[config.mk]
export PLATFORM = sky130hd
export DESIGN_NAME = gate_sweep
export DESIGN_NICKNAME = d
export VERILOG_FILES = /design/src/rtl/gate_sweep_pkg.sv /design/src/rtl/sweep_settle_cnt.sv /design/src/rtl/gate_sweep.sv
export SDC_FILE = /design/constraint.sdc
export NUM_CORES = 1
export LEC_CHECK = 0
export CORE_AREA = 2 2 39 41
export CTS_CLUSTER_DIAMETER = 40
export DETAILED_ROUTE_END_ITERATION = 7
export DIE_AREA = 0 0 41 43
export DONT_BUFFER_PORTS = 1
export PLACE_DENSITY = 0.77
export SETUP_SLACK_MARGIN = 0.3
export SYNTH_ARGS = -nofsm -noshare
export SYNTH_HDL_FRONTEND = slang
export SYNTH_SLANG_ARGS = --single-unit
[constraint.sdc]
create_clock -name clk -period 4.87 [get_ports clk]
set_clock_uncertainty 0.2 [all_clocks]
set_input_delay 0.487 -clock clk [delete_from_list [all_inputs] [get_ports clk]]
set_output_delay 0.487 -clock clk [all_outputs]
set_load 0.1 [all_outputs]
[src/rtl/gate_sweep_pkg.sv]
// Shared types and constants for the gate_sweep truth-table tester.
package gate_sweep_pkg;

  localparam int IDX_W = 2;
  localparam int CNT_W = 4;

  localparam logic [3:0] EXPECT_NOR = 4'b0001;

  typedef logic [1:0] state_t;

  localparam state_t S_IDLE   = 2'd0;
  localparam state_t S_DRIVE  = 2'd1;
  localparam state_t S_SAMPLE = 2'd2;
  localparam state_t S_DONE   = 2'd3;

endpackage

[src/rtl/sweep_settle_cnt.sv]
// Settle down-counter: loads a hold count, decrements to zero and stops there.
module sweep_settle_cnt #(
  parameter int W = 4
) (
  input  logic         clk,
  input  logic         rst_n,
  input  logic         i_load,
  input  logic [W-1:0] i_load_val,
  input  logic         i_dec,
  output logic         o_zero
);

  logic [W-1:0] r_cnt;

  always_ff @(posedge clk) begin
    if (!rst_n) begin
      r_cnt <= '0;
    end else if (i_load) begin
      r_cnt <= i_load_val;
    end else if (i_dec && (r_cnt != '0)) begin
      r_cnt <= r_cnt - 1'b1;
    end
  end

  assign o_zero = (r_cnt == '0);

endmodule

[src/rtl/gate_sweep.sv]
// gate_sweep: applies vectors 00..11 to a 2-input gate and captures its truth table.
// Define GATE_SWEEP_ERRCNT_EN to add the saturating err_cnt output.
//
// state  | meaning
// IDLE   | outputs low, waiting for start
// DRIVE  | vector applied, settle count running down
// SAMPLE | final hold cycle, c_in captured at its closing edge
// DONE   | one-cycle result strobe, then back to IDLE
module gate_sweep
  import gate_sweep_pkg::*;
#(
  parameter int unsigned SETTLE = 2,
  parameter logic [3:0]  EXPECT = EXPECT_NOR
) (
  input  logic       clk,
  input  logic       rst_n,
  input  logic       start,
  input  logic       c_in,
  output logic       a_out,
  output logic       b_out,
  output logic       busy,
  output logic       done,
  output logic [3:0] truth,
  output logic       pass
`ifdef GATE_SWEEP_ERRCNT_EN
  ,
  output logic [7:0] err_cnt
`endif
);

  localparam logic [CNT_W-1:0] SETTLE_LD = CNT_W'(SETTLE);

  state_t           r_state;
  logic [IDX_W-1:0] r_idx;
  logic [3:0]       r_truth;
  logic             r_pass;

  logic             w_start_ok;
  logic             w_last;
  logic             w_cnt_load;
  logic             w_cnt_dec;
  logic             w_cnt_zero;
  logic             w_busy;
  logic [3:0]       w_truth_nxt;

  assign w_start_ok = (r_state == S_IDLE) && start;
  assign w_last     = &r_idx;
  assign w_cnt_load = w_start_ok || ((r_state == S_SAMPLE) && !w_last);
  assign w_cnt_dec  = (r_state == S_DRIVE);
  assign w_busy     = (r_state == S_DRIVE) || (r_state == S_SAMPLE);

  // Truth table as it will look once the current vector's sample lands.
  always_comb begin
    w_truth_nxt        = r_truth;
    w_truth_nxt[r_idx] = c_in;
  end

  sweep_settle_cnt #(
    .W (CNT_W)
  ) u_settle (
    .clk        (clk),
    .rst_n      (rst_n),
    .i_load     (w_cnt_load),
    .i_load_val (SETTLE_LD),
    .i_dec      (w_cnt_dec),
    .o_zero     (w_cnt_zero)
  );

  always_ff @(posedge clk) begin
    if (!rst_n) begin
      r_state <= S_IDLE;
      r_idx   <= '0;
      r_truth <= '0;
      r_pass  <= 1'b0;
    end else begin
      case (r_state)
        S_IDLE: begin
          if (start) begin
            r_state <= S_DRIVE;
            r_idx   <= '0;
            r_truth <= '0;
            r_pass  <= 1'b0;
          end
        end
        S_DRIVE: begin
          if (w_cnt_zero) begin
            r_state <= S_SAMPLE;
          end
        end
        S_SAMPLE: begin
          r_truth <= w_truth_nxt;
          if (w_last) begin
            r_state <= S_DONE;
            // Resolve pass here so it is already valid during the DONE strobe.
            r_pass  <= (w_truth_nxt == EXPECT);
          end else begin
            r_idx   <= r_idx + 1'b1;
            r_state <= S_DRIVE;
          end
        end
        S_DONE: begin
          r_state <= S_IDLE;
        end
        default: begin
          r_state <= S_IDLE;
        end
      endcase
    end
  end

  assign a_out = w_busy & r_idx[1];
  assign b_out = w_busy & r_idx[0];
  assign busy  = w_busy;
  assign done  = (r_state == S_DONE);
  assign truth = r_truth;
  assign pass  = r_pass;

`ifdef GATE_SWEEP_ERRCNT_EN
  logic [7:0] r_err_cnt;

  always_ff @(posedge clk) begin
    if (!rst_n) begin
      r_err_cnt <= '0;
    end else if ((r_state == S_DONE) && !r_pass && (r_err_cnt != 8'hFF)) begin
      r_err_cnt <= r_err_cnt + 1'b1;
    end
  end

  assign err_cnt = r_err_cnt;
`endif

endmodule
After elaboration in Yosys (flattened, before gate mapping)
Index checks and enable logic that the tools add are counted.
Word-level totals
  bits in registers: 13
  latch bits: 0
  memory bits (writable): 0
  bits in read-only memories: 0
  bits of input ports: 4
  output and inout bits: 9
  memories kept: 0
Operators by class
  add/subtract/negate cells: 2
  multipliers: 0
  divide/modulo/power cells: 0
  $lt $le $gt $ge: 2
  equality and inequality tests: 8
  shift-type cells: 0
  muxes and demuxes: 17
  bitwise gates (word level): 3
  reduce and logical (&&, ||, !) cells: 18
Operators by type and width (number)
  2-bit two-way mux: 7
  2-bit != test, second input constant: 4
  2-bit one-hot mux with 4 select lines: 1
  4-bit one-hot mux with 2 select lines: 1
  2-bit AND reduction: 3
  3-bit AND reduction: 2
  4-bit bitwise mux: 1
  2-bit == test, second input constant: 2
  4-bit by 1-bit == test with 1-bit output, second input constant: 1
  1-bit logical AND: 4
  4-bit zero test: 1
  4-bit two-way mux: 1
  2-bit one-hot mux with 2 select lines: 1
  2-bit nonzero test: 2
  4-bit nonzero test: 1
  4-bit by 1-bit subtractor with 4-bit output, second input constant: 1
  2-bit by 3-bit less-than comparator with 1-bit output, second input constant: 1
  1-bit two-way mux: 3
  2-bit by 1-bit adder with 2-bit output, second input constant: 1
  1-bit bitwise AND: 2
  1-bit demux with 2-bit select: 1
  2-bit by 1-bit == test with 1-bit output, second input constant: 1
  2-bit by 1-bit greater-or-equal comparator with 1-bit output, second input constant: 1
  2-bit zero test: 1
  other kinds (5): 6

Depth between registers and ports, before layout
Gate-level depths: netlist (run 1).
  depth after elaboration: 8
  mapped depth: 7

Modules after synthesis
From an unflattened synthesis (run 1), not the netlist that was laid out.
Second synthesis, totals
  cell total of the unflattened synthesis: 110
  area, all modules: 910.9 µm²
Modules (own cells, without submodules)
  gate_sweep: times used 1, cells each 79, area an instance 654.4 µm², sequential area each 180.2 µm²
  sweep_settle_cnt: times used 1, cells each 31, area an instance 256.5 µm², sequential area each 80.1 µm²

Worst setup path after synthesis (run 1)
No wires, ideal clock.
  path type: register to output
  start: register r_state[0]
  end: output port a_out
  data arrival time: 2.183 ns
  data required time: 4.183 ns
  path slack: 2.000 ns
  cell stages (with the launch flop): 4
  path buffers: 0
  cell sequence: dfxtp_1 > inv_1 > ha_1 > and2_1
On the way
  longest elaborated chain between the ends: 3
  elaborated cells between the ends (all ways): 4
  classes of those cells: eq/ne: 2; bitwise: 1; reduce/logical: 1
Ends and longest elaborated chain
  from (decl): RTL line gate_sweep.sv:33  | state_t r_state;
  from (signal assigned): RTL line gate_sweep.sv:71  | r_state <= S_IDLE;
  from (signal assigned): RTL line gate_sweep.sv:79  | r_state <= S_DRIVE;
  from (signal assigned): RTL line gate_sweep.sv:87  | r_state <= S_SAMPLE;
  2-bit by 1-bit == test with 1-bit output / 2-bit == test (equally long branches): RTL line gate_sweep.sv:50  | assign w_busy = (r_state == S_DRIVE) || (r_state == S_SAMPLE);
  1-bit logical OR *: RTL line gate_sweep.sv:50
  named net busy: RTL line gate_sweep.sv:21  | output logic busy,
  1-bit bitwise AND *: RTL line gate_sweep.sv:111  | assign a_out = w_busy & r_idx[1];
  to (decl): RTL line gate_sweep.sv:19  | output logic a_out,
Mark *: on every way through the listed nets, which the timed path passes. The rest lies on a longest branch.

Worst setup path in the final report (run 1)
Ends and elaborated chain as after synthesis.

==> metrics, run 1 <==
status finished clean; Clock Tree Buf Depth 2; Tot Pwr 0.441 mW; Comb power frac a little over half; fin crit period 3.25 ns; Power per Cell Area roughly 530 mW/mm^2; DR vias between 600 and 700; die area between 0.0015 and 0.002 sq mm; final hold vios 0; worst setup path end a_out; P&R area growth vs syn 3.71%; cts repair resizes 0; synth warn 0; internal power around 0.23 mW; Hold Crit Depth 2; FF-to-FF setup slack between 2 and 3 ns; setup TNS 0 ns; total global-route track usage a little over a fifth; number of buffer and inverter stages on the critical path 1; #FFs+latches synth 13; CP Cell Sequence inv_1 -> ha_1 -> and2_1; drt drc 0; Slew HR 32.5%; via density per instance between 5 and 6; synth unique cells 29; crit-path leading delay family adder cells; average cell area after synthesis about 8.8 sq um; total of max-cap violations 0; Synth Net Count roughly 110; final setup vio count 0; FF-to-FF Start r_state[0]; clock network fraction of total power between 15 and 20%; initial antenna violation count 0; Clk Latency, worst-skew pair about 0.28 ns; Critical Path AT between 2 and 3 ns; Post-Route WL 1520 um; Ant. Diodes 0; Critical Path Source r_state[0]; Detailed Route Iter0 Violations 13; RSZ-0062 raised after global routing false; hpwl dp between 1000 and 1500 um; top-count cell post-synth dfxtp_1; leading area contributor after synthesis dfxtp_1; DR WL/cell between 10 and 15 um; period utilisation layout 66.6%; top cells by area, synth dfxtp_1 32%, ha_1 15%, a21oi_1 4.9%; Worst R2R End truth[3]; most instantiated cells after synthesis 13 x dfxtp_1, 10 x ha_1, 9 x inv_1; top cell type's share of synthesized area 32.1%; Setup crit end kind output pin; Most used DFF post-synth dfxtp_1; Worst Max-Slew Pin Slew between 1 and 1.5 ns; CP max FO 5; # hold bufs at CTS 0; H-tree levels 1; CTS buffer count 3; Async SR Flop Fraction 0%; FF-to-FF path depth 6; CTS Sinks 13; Flop pwr share 31.9%; Pleak 0.331 nW; num rows 14; post-route design area between 800 and 900 sq um; Final #Nets 109; Post-synth EDFFs 0; Post-DRT Antenna Nets 0; CP max stage delay around 0.9 ns; Startpoint Class flip-flop; VDD IR max roughly 0.0004 V; core area 0.00138 sq mm; Max Freq between 300 and 400 MHz; drt pass-1 iters 4; post-CTS setup repair buffer count 0; vias in the first global route between 600 and 700; Final Max Tran Viols 0; final core occ 60.7%; switching power approximately 0.22 mW; Overflow after GRT 0; WP depth 3; Mapped Cells between 90 and 100; I/O pin count 13; # port buffers 0; Worst-path clk slew 0.08 ns; Starting Density a little under 60%; first-pass GRT wire length ~2500 um; largest net degree at the start of global routing 12; switch share 48.8%; CTS tree yes; Mapped Area 810 sq um; placed cell area a little over 800 sq um; Placer Congestion roughly 0.82; Die H approximately 43 um; HP Class input pin to flip-flop; kind of critical path flip-flop to output pin; register area share after synthesis 32.1%; layout cell share with drive strength beyond 1 a little under a tenth; CTS root buffer clkbuf_4; Worst path slowest cell ha_1; Required @ worst endpoint around 4.2 ns; chip width ~41 um
routing by layer:
layer | vias up | part of all wire [%] | global-route usage [%]
met5 | - | 0 | 0
met2 | 7 | 50 | 31.3
met4 | 0 | 1.5 | 8.00
met3 | 2 | 3.2 | 7.33
li1 | 325 | - | -
met1 | 298 | 45 | 26.4
kinds of logic after synthesis:
kind of cell	Yosys count	share of synthesized area [%]
and+or+nand+nor	30	19.8
adders and majority gates	10	15.5
buffers and inverters	11	6.18
xor gates and xnor gates	3	3.25
AOI/OAI and AO/OA	22	18.7
DFF	13	32.1
muxes	3	4.48
cell type report:
class                      count  area (sq um)
fill                         133           544
inverter                       9          33.8
tap                           16          20.0
sequential                    13           260
multi-input combinational     68           499
clock buffer                   4          26.3
cells in the final DEF, fill, tap and decap left out, types with 2 or more instances in the layout:
master / synthesis / routed
nand4_1: 4 / 4
and3_1: 2 / 2
a21oi_1: 8 / 8
nand3_1: 4 / 4
nand2b_1: 2 / 2
ha_1: 10 / 10
xor2_1: 2 / 2
o21ai_0: 3 / 3
nand2_1: 6 / 6
clkbuf_4: 0 / 3
dfxtp_1: 13 / 13
inv_1: 9 / 9
nor2_1: 7 / 7
and2_1: 3 / 3
a22oi_1: 3 / 3
a31o_2: 2 / 2
power by group through the flow:
stage	clock, mW	combinational, mW	sequential (mW)
after CTS	0.0698	0.232	0.141
after floorplan	0	0.209	0.141
final	0.0695	0.231	0.141
after global placement	0	0.225	0.143
after global routing	0.0767	0.253	0.143
after detailed placement	0	0.230	0.144
through the flow:
step / cells / setup WS (ns) / hold slack, ns
after global routing: 110 / 1.53 / 0.144
final: 110 / 1.62 / 0.143
after floorplan: 92 / 2.00 / 0.278
after CTS: 110 / 1.62 / 0.146
after global placement: 106 / 1.96 / 0.311
after detailed placement: 106 / 1.93 / 0.314
sequential cells by signal (all words and copies together), names as in the netlist:
name and flops:
pass 1, r_idx 2, r_state 2, truth 4
u_settle.r_cnt 4
worst min path at each step:
stage	from	to	slack, ns
after floorplan	r_idx[0]	r_idx[0]	0.28
after global placement	r_idx[0]	r_idx[0]	0.31
after detailed placement	r_idx[0]	r_idx[0]	0.31
after CTS	rst_n	pass	0.15
after global routing	rst_n	truth[1]	0.14
final	rst_n	truth[2]	0.14
No activity file was read; power rests on OpenSTA's default activity.
==> run 2: changes to the inputs <==
--- a/config.mk
+++ b/config.mk
@@ -5,12 +5,11 @@
 export SDC_FILE = /design/constraint.sdc
 export NUM_CORES = 1
 export LEC_CHECK = 0
-export CORE_AREA = 2 2 39 41
+export CORE_UTILIZATION = 59
 export CTS_CLUSTER_DIAMETER = 40
 export DETAILED_ROUTE_END_ITERATION = 7
-export DIE_AREA = 0 0 41 43
 export DONT_BUFFER_PORTS = 1
-export PLACE_DENSITY = 0.77
+export PLACE_DENSITY = 0.75
 export SETUP_SLACK_MARGIN = 0.3
 export SYNTH_ARGS = -nofsm -noshare
 export SYNTH_HDL_FRONTEND = slang
==> constraint.sdc (replaced) <==
create_clock -name clk -period 3.05 [get_ports clk]
set_clock_uncertainty 0.2 [all_clocks]
set_input_delay 0.305 -clock clk [delete_from_list [all_inputs] [get_ports clk]]
set_output_delay 0.305 -clock clk [all_outputs]
set_load 0.1 [all_outputs]
==> metrics, run 2 (synthesis results as in run 1) <==
status finished clean; HP Class input pin to flip-flop; core area between 0.001 and 0.0015 sq mm; Setup crit end kind output pin; chip width 39.0 um; kind of critical path flip-flop to output pin; VDD IR max 0.000700 V; first-pass GRT wire length 2570 um; DR WL/cell between 10 and 15 um; RSZ-0062 raised after global routing false; Die H about 40 um; WP depth 5; Post-Route WL ~1500 um; CTS root buffer clkbuf_4; CTS tree yes; DP Worst Slack between 1 and 1.5 ns; Slew HR around 36%; crit-path leading delay family buffers and inverters; Clk Latency, worst-skew pair 0.28 ns; Comb power frac between 50 and 60%; CP max FO 5; Overflow after GRT 0; Final #Nets 118; FF-to-FF path depth 6; final setup vio count 0; internal power 0.370 mW; # port buffers 0; initial antenna violation count 0; Post-DRT Antenna Nets 0; most common cell after layout, fill and taps aside dfxtp_1; num rows 12; FF-to-FF setup slack between 1 and 1.5 ns; largest net degree at the start of global routing 12; post-CTS setup repair buffer count 0; Worst Max-Slew Pin Slew 0.964 ns; number of buffer and inverter stages on the critical path 3; Startpoint Class flip-flop; fin crit period between 2 and 2.5 ns; Detailed Route Iter0 Violations 12; Flop pwr share 30.5%; via density per instance about 5.9; Pleak 0.377 nW; CTS buffer count 3; CP max stage delay ~0.4 ns; Max Freq between 400 and 500 MHz; cts repair resizes 0; I/O pin count 13; CP Cell Sequence inv_1 -> ha_1 -> buf_4 -> and2_1 -> buf_4; switching power around 0.34 mW; Required @ worst endpoint ~2.5 ns; layout cell share with drive strength beyond 1 15.5%; Starting Density slightly below 70%; Final Max Tran Viols 0; FF-to-FF Start r_state[0]; Fill cells 98; Worst R2R End truth[3]; Critical Path AT approximately 1.8 ns; most frequent cells in the layout 13 x dfxtp_1, 10 x ha_1, 9 x inv_1; Clock Tree Buf Depth 2; hpwl dp 1100 um; clock network fraction of total power between 10% and 20%; Power per Cell Area 782 mW/mm^2; CP dominant cell by count buf_4; post-route setup slack about 0.72 ns; Hold Crit Depth 2; Tot Pwr a little over 0.7 mW; total global-route track usage between 20% and 30%; final hold vios 0; switch share a little under half; period utilisation layout between 70% and 80%; Placer Congestion between 0.7 and 0.8; vias in the first global route roughly 630; die area approximately 0.0015 sq mm; Critical Path Source r_state[0]; total of max-cap violations 0; drt drc 0; H-tree levels 1; Worst path slowest cell dfxtp_1; setup TNS 0 ns; DR vias just under 700; drt pass-1 iters 4; P&R area growth vs syn 12.4%; Worst-path clk slew 0.08 ns; Ant. Diodes 0; CTS Sinks 13; worst setup path end b_out
[run 2: cell types whose count changed in the layout (fill, tap and decap cells not counted), sizes merged]
cell / before / now
dlygate4sd3: 0 / 2
buf: 0 / 7
[run 2: final cells by class]
type / instances / area, sq um / share of cell area, %
clock buffers: 4 / 26.3 / 2.89
well taps: 14 / 17.5 / 1.93
repair buffers: 9 / 72.6 / 7.98
flip-flops and latches: 13 / 260 / 28.6
inverters: 9 / 33.8 / 3.71
multi-input cells: 68 / 499 / 54.9
[run 2: stage by stage]
step	instances	utilization, %	hold WS (ns)	area [sq um]
6_report	117	76.7	0.0146	910
2_1_floorplan	92	-	0.244	810
4_1_cts	117	76.7	0.0110	910
3_5_place_dp	111	72.8	0.260	863
5_1_grt	117	76.7	0.0289	910
3_3_place_gp	111	72.8	0.256	863
[run 2: power groups by stage]
stage | Clock, mW | Sequential [mW] | Combinational [mW]
finish | 0.107 | 0.217 | 0.388
global route | 0.115 | 0.222 | 0.427
CTS | 0.112 | 0.217 | 0.388
detailed placement | 0 | 0.221 | 0.384
global placement | 0 | 0.219 | 0.380
floorplan | 0 | 0.225 | 0.334
[run 2: how the worst min path moves through the flow]
stage,to,slack (ns),startpoint
finish,u_settle.r_cnt[3],0.01,rst_n
global route,u_settle.r_cnt[3],0.03,rst_n
CTS,u_settle.r_cnt[3],0.01,rst_n
detailed placement,truth[1],0.26,rst_n
global placement,truth[2],0.26,rst_n
floorplan,pass,0.24,rst_n
[run 2: repair_timing]
item                                   4_1_cts  5_1_grt
setup endpoints to repair                    0        0
endpoints found under the hold margin        4        0
hold buffers                                 2        0
[run 2: routing by layer]
layer  part of all wire (%)  routed length [um]  GRT usage [%]  up-vias
met5                      0                   0              0        -
met4                    1.5                  23           15.5        0
met3                    5.4                  84           5.78        4
met2                     47                 725           42.5       19
met1                     46                 712           30.2      314
li1                       -                   -              -      348
[run 2: worst reg2reg max path: stages, from the launching register on]
cell	delay [ns]
dfxtp_1	0.41
inv_1	0.11
ha_1	0.35
mux2i_1	0.49
a21o_1	0.16
nand2_1	0.05
a21oi_1	0.14
